--- src/rtl/alu_pkg.sv ---
// alu_pkg: opcode constants and FSM state encoding shared by the ALU blocks
package alu_pkg;
  localparam logic [2:0] OPR_AND = 3'b000;
  localparam logic [2:0] OPR_OR  = 3'b001;
  localparam logic [2:0] OPR_ADD = 3'b010;
  localparam logic [2:0] OPR_SLT = 3'b011;
  localparam logic [2:0] OPR_MUL = 3'b100;
  typedef enum logic [1:0] {ST_IDLE, ST_CALC, ST_MULT, ST_FIN} state_t;
endpackage

--- src/rtl/alu_n_bit_comb.sv ---
// alu_n_bit_comb: single-cycle AND/OR/ADD/SLT datapath with overflow and carry flags
module alu_n_bit_comb
  import alu_pkg::*;
#(
  parameter int WIDTH = 8
) (
  input  logic [WIDTH-1:0] a,
  input  logic [WIDTH-1:0] b,
  input  logic             ainv,
  input  logic             bneg,
  input  logic [2:0]       opr,
  output logic [WIDTH-1:0] res,
  output logic             ovf,
  output logic             cout
);
  logic [WIDTH-1:0] ap, bp, sum;
  logic c_out, c_msb, v;
  // operand conditioning, adder, and result select; flags only meaningful for ADD
  always_comb begin
    ap = ainv ? ~a : a;
    bp = bneg ? ~b : b;
    {c_out, sum} = {1'b0, ap} + {1'b0, bp} + {{WIDTH{1'b0}}, bneg};
    c_msb = sum[WIDTH-1] ^ ap[WIDTH-1] ^ bp[WIDTH-1];
    v = c_msb ^ c_out;
    res = opr == OPR_AND ? ap & bp :
          opr == OPR_OR  ? ap | bp :
          opr == OPR_ADD ? sum :
          opr == OPR_SLT ? {{(WIDTH-1){1'b0}}, sum[WIDTH-1] ^ v} : '0;
    ovf = (opr == OPR_ADD) && v;
    cout = (opr == OPR_ADD) && c_out;
  end
endmodule

--- src/rtl/alu_n_bit_seq.sv ---
// alu_n_bit_seq: sequential ALU with start/done handshake and shift-add multiplier
module alu_n_bit_seq
  import alu_pkg::*;
#(
  parameter int WIDTH  = 8,
  parameter bit MUL_EN = 1'b1
) (
  input  logic             CLK,
  input  logic             RESETB,
  input  logic             START,
  input  logic [WIDTH-1:0] A,
  input  logic [WIDTH-1:0] B,
  input  logic             AINV,
  input  logic             BNEG,
  input  logic [2:0]       Opr,
  output logic             READY,
  output logic             DONE,
  output logic [WIDTH-1:0] RESULT,
  output logic [WIDTH-1:0] RESULT_HI,
  output logic             OVERFLOW,
  output logic             ZERO,
  output logic             COUT
);
  localparam int CW = $clog2(WIDTH);
  state_t state_q, state_d;
  logic [WIDTH-1:0] ra_q, ra_d, rb_q, rb_d, mhi_q, mhi_d, mlo_q, mlo_d;
  logic [WIDTH-1:0] res_q, res_d, hi_q, hi_d, c_res, mhi_n, mlo_n;
  logic [2:0] opr_q, opr_d;
  logic [CW-1:0] cnt_q, cnt_d;
  logic [WIDTH:0] mstep;
  logic ainv_q, ainv_d, bneg_q, bneg_d, ready_q, ready_d, done_q, done_d;
  logic ovf_q, ovf_d, zero_q, zero_d, cout_q, cout_d, c_ovf, c_cout;

  alu_n_bit_comb #(.WIDTH(WIDTH)) u_comb (
    .a(ra_q), .b(rb_q), .ainv(ainv_q), .bneg(bneg_q), .opr(opr_q),
    .res(c_res), .ovf(c_ovf), .cout(c_cout)
  );

  // next-state: capture in IDLE, one-cycle CALC, WIDTH-step shift-add MULT, one-cycle FIN
  always_comb begin
    state_d = state_q;
    ra_d = ra_q;
    rb_d = rb_q;
    ainv_d = ainv_q;
    bneg_d = bneg_q;
    opr_d = opr_q;
    mhi_d = mhi_q;
    mlo_d = mlo_q;
    cnt_d = cnt_q;
    res_d = res_q;
    hi_d = hi_q;
    ovf_d = ovf_q;
    zero_d = zero_q;
    cout_d = cout_q;
    ready_d = ready_q;
    done_d = 1'b0;
    mstep = mlo_q[0] ? {1'b0, mhi_q} + {1'b0, ra_q} : {1'b0, mhi_q};
    mhi_n = mstep[WIDTH:1];
    mlo_n = {mstep[0], mlo_q[WIDTH-1:1]};
    case (state_q)
      ST_IDLE: if (START) begin
        ra_d = A;
        rb_d = B;
        ainv_d = AINV;
        bneg_d = BNEG;
        opr_d = Opr;
        mhi_d = '0;
        mlo_d = B;
        cnt_d = '0;
        ready_d = 1'b0;
        state_d = (Opr == OPR_MUL && MUL_EN) ? ST_MULT : ST_CALC;
      end
      ST_CALC: begin
        res_d = c_res;
        hi_d = '0;
        ovf_d = c_ovf;
        cout_d = c_cout;
        zero_d = c_res == '0;
        done_d = 1'b1;
        state_d = ST_FIN;
      end
      ST_MULT: begin
        mhi_d = mhi_n;
        mlo_d = mlo_n;
        cnt_d = cnt_q + CW'(1);
        if (cnt_q == CW'(WIDTH - 1)) begin
          res_d = mlo_n;
          hi_d = mhi_n;
          ovf_d = 1'b0;
          cout_d = 1'b0;
          zero_d = {mhi_n, mlo_n} == '0;
          done_d = 1'b1;
          state_d = ST_FIN;
        end
      end
      default: begin
        ready_d = 1'b1;
        state_d = ST_IDLE;
      end
    endcase
  end

  // state and registered outputs, cleared asynchronously by RESETB
  always_ff @(posedge CLK or negedge RESETB) begin
    if (!RESETB) begin
      state_q <= ST_IDLE;
      ra_q <= '0;
      rb_q <= '0;
      ainv_q <= 1'b0;
      bneg_q <= 1'b0;
      opr_q <= OPR_AND;
      mhi_q <= '0;
      mlo_q <= '0;
      cnt_q <= '0;
      res_q <= '0;
      hi_q <= '0;
      ovf_q <= 1'b0;
      zero_q <= 1'b1;
      cout_q <= 1'b0;
      ready_q <= 1'b1;
      done_q <= 1'b0;
    end else begin
      state_q <= state_d;
      ra_q <= ra_d;
      rb_q <= rb_d;
      ainv_q <= ainv_d;
      bneg_q <= bneg_d;
      opr_q <= opr_d;
      mhi_q <= mhi_d;
      mlo_q <= mlo_d;
      cnt_q <= cnt_d;
      res_q <= res_d;
      hi_q <= hi_d;
      ovf_q <= ovf_d;
      zero_q <= zero_d;
      cout_q <= cout_d;
      ready_q <= ready_d;
      done_q <= done_d;
    end
  end

  assign READY = ready_q;
  assign DONE = done_q;
  assign RESULT = res_q;
  assign RESULT_HI = hi_q;
  assign OVERFLOW = ovf_q;
  assign ZERO = zero_q;
  assign COUT = cout_q;
endmodule

--- config.mk ---
export PLATFORM = sky130hd
export DESIGN_NAME = alu_n_bit_seq
export DESIGN_NICKNAME = d
export VERILOG_FILES = /design/src/rtl/alu_pkg.sv /design/src/rtl/alu_n_bit_comb.sv /design/src/rtl/alu_n_bit_seq.sv
export SDC_FILE = /design/constraint.sdc
export NUM_CORES = 1
export LEC_CHECK = 0
export ABC_AREA = 1
export BUFFER_PORTS_ARGS = -buffer_cell sky130_fd_sc_hd__buf_2
export CORE_MARGIN = 2
export CORE_UTILIZATION = 54
export DETAILED_ROUTE_END_ITERATION = 8
export PLACE_DENSITY_LB_ADDON = 0.2
export SETUP_SLACK_MARGIN = 0.02
export SYNTH_ARGS = -nofsm -noshare
export SYNTH_HDL_FRONTEND = slang
export SYNTH_HIERARCHICAL = 1
export SYNTH_SLANG_ARGS = --single-unit
--- constraint.sdc ---
create_clock -name CLK -period 2.61 [get_ports CLK]
set_clock_uncertainty 0.1 [all_clocks]
set_input_delay 0.1305 -clock CLK [delete_from_list [all_inputs] [get_ports CLK]]
set_output_delay 0.1305 -clock CLK [all_outputs]
set_load 0.02 [all_outputs]
==> flow_summary.toml <==
[synthesis]
yosysSeqAreaShare_pct = 37.29
syn_inst = 551
synth_area_leader_cell = "dfrtp_1"
synthSimpleGateAreaFrac_pct = 25.53
yosysWarnings = 6
synth-seq-cells = 63
netlist_area_um2 = 4234
synthXorXnorAreaFrac_pct = 3.251
synth.area.mux_share_pct = 3.457
syn_nets = 606
syn-mean-instance-area_um2 = 7.684
synth_top_family_by_area = "simple AND/OR/NAND/NOR gates"
yosys.area.top_type_share_pct = 36.05
synth_compound_area_share_pct = 11.11
synth.area.top_cells = "dfrtp_1 (36%), nand2_1 (14%), ha_1 (8.6%), inv_1 (7.2%), o21ai_0 (4.8%)"
ys_types = 40
yosys.area_share.adder_pct = 9.515

[job]
max-cap-violations = 0

[floorplan]
core_area_um2 = 7647
die_area_um2 = 8566
io_pins = 45
start_util_pct = 55.37
die_x_um = 92.55
die_y_um = 92.55
rows = 32

[global_route]
grt_overflow_total = 0
grt_max_degree = 59
grt_antenna_before_repair = 0
grt_use_total_pct = 29.00
grt_pass1_vias = 3980
grt_pass1_wl_um = 19180

[critical_path]
cp-end-kind = "register"
worst_path_max_delay_cell = "dfrtp_2"
crit_start = "bneg_q"
critical_path_buf_inv_count = 3
r2r_cells = 20
worstSetupPathType = "reg2reg"
cp-start-kind = "register"
r2r-end = "ZERO"
r2r-start = "bneg_q"
critPathMaxFanout = 6
path_common_cell = "nand2_4"
worstPathRequired_ns = 2.79
critPathMaxStageDelay_ns = 0.49
crit_end = "ZERO"
crit_cells = 20
rrSetupSlack_ns = -0.31
cp_cell_sequence = "buf_6 -> xnor2_4 -> inv_2 -> ha_4 -> nand2_1 -> inv_1 -> nand3_2 -> nand2_4 -> nand2_4 -> nand2_4 -> nand2_2 -> nand3_4 -> nand2_4 -> nand2_2 -> nand3b_1 -> nand3_1 -> nand4_1 -> nor3_1 -> a31oi_1 -> a21oi_2"
cp_top_family = "simple AND/OR/NAND/NOR gates"
cp.arrival_ns = 3.10

[clock_tree]
cts_made_buffers = 9
cts_buffer_depth = 2
insertion_delay_ns = 0.35
root_buffer = "clkbuf_8"
cts.htree.levels = 3
cts.clk_slew.worst_paths_ns = 0.07
clkSinkCount = 63
cts_tree = "yes"

[sta]
fmax_mhz = 342.6
setup_violations = 3
worstMarginPinSlew_ns = 0.7267
setup_ws_ns = -0.3086
rsz0062_at_grt = "true"
maxSlewHeadroom_pct = 51.55
finalHoldViolations = 1
fin_crit_sh_pct = 111.8
fin_crit_ns = 2.919
drv_slew = 0
whs_ns = -0.001797

[final_layout]
drive_above_1_share_pct = 33.78
final_common_cell = "nand2_1"
syn_to_final_growth_pct = 35.08
layout_common_cells = "nand2_1 (144), inv_1 (70), dfrtp_1 (59)"
finalInstanceArea_um2 = 5719
antenna_cells = 0
nNetsFinal = 725

[route]
via_count = 4082
antenna_left = 0
via_per_inst = 5.254
wl_per_cell_um = 15.29
drt_iter0_drc = 197
routed_wl_um = 11880
dr.pass1.iters = 4
drc = 0

[worst_hold_path]
min_from = "Opr[2]"
hp-class = "in2reg"

[place]
place.gp.congestion = 1.051
port_buffers = 44
hpwlAfterDp_um = 8262
placed_cell_area_um2 = 4890

[outcome]
violations = "hold timing, setup timing"
status = "finished with violations"
-- how the worst min path moves through the flow --
stage	end	cells after the start
floorplan	COUT	0
global placement	opr_q[2]	1
detailed placement	opr_q[1]	1
CTS	opr_q[2]	3
global route	opr_q[1]	2
finish	opr_q[2]	3
-- Yosys cell counts --
cell,number
nand3b_1,2
a31oi_1,8
o211ai_1,3
nor2_8,1
fa_1,2
a21oi_4,1
nand3b_2,1
inv_1,81
nor2_1,27
nor3_1,4
o21ai_1,1
ha_1,29
a21o_2,1
o21ai_2,1
nand4_1,3
buf_2,6
a211oi_1,1
or2_2,4
a21oi_2,1
nand2_2,7
xnor2_2,2
inv_2,2
a21oi_1,19
dfrtp_1,61
o221ai_1,4
inv_6,1
nand2_1,156
xnor2_1,9
o21ai_0,41
dfstp_2,2
clkbuf_1,7
nand3_2,3
inv_4,1
mux2_2,13
o31ai_1,1
xor2_1,3
nand2_4,2
buf_6,3
nand3_1,35
nor4_1,2
-- cells by family after synthesis --
| group | Yosys count |
|---|---|
| AOI/OAI and AO/OA | 82 |
| xor gates and xnor gates | 14 |
| adders and majority gates | 31 |
| buffers and inverters | 101 |
| DFF | 63 |
| muxes | 13 |
| and+or+nand+nor | 247 |
-- sequential cells by signal (all words and copies together) (netlist names) --
name / cells
DONE: 1
mhi_q: 8
READY: 1
state_q: 2
OVERFLOW: 1
ainv_q: 1
cnt_q: 3
RESULT_HI: 8
bneg_q: 1
rb_q: 8
RESULT: 8
ra_q: 8
COUT: 1
ZERO: 1
mlo_q: 8
opr_q: 3
-- metal layers --
metal / routed length [um] / GRT usage, %
met2: 5701 / 47.26
met4: 506 / 16.04
met3: 738 / 6.103
met5: 0 / 0
met1: 4936 / 35.99
-- stage by stage --
stage               instances  hold WS, ns  worst slack (ns)  setup TNS [ns]  utilization (%)
floorplan                 551      -0.2651           0.03136               0                -
global placement          734      -0.1471           -0.2727         -0.8306            63.94
detailed placement        734      -0.1359           -0.3916          -1.201            63.94
CTS                       777     0.004477           -0.1761         -0.5680            72.46
global route              777      0.04632           -0.4846          -1.767            74.79
finish                    777    -0.001797           -0.3086         -0.7241            74.79
-- repair_timing --
action,CTS,global route
cloned,0,0
buffers inserted,9,3
hold buffers,18,0
pin swaps,32,25
setup endpoints to repair,6,9
hold endpoints to repair,36,0
gates resized for setup,49,39
-- worst min-delay path: cells and delay by family --
family          cells  cell delay (ns)
buf+inv             2             0.14
compound gates      1             0.11
-- final cells by class --
type | count | area [um^2]
inverters | 85 | 329.1
multi-input cells | 387 | 2603
fillers | 575 | 1928
flip-flops and latches | 63 | 1582
well taps | 102 | 127.6
repair buffers | 124 | 892.1
clock buffers | 13 | 168.9
clock inverters | 3 | 17.52
Power is not shown: default switching activity piles up to over one toggle a cycle in this logic, so the estimate is an artifact.
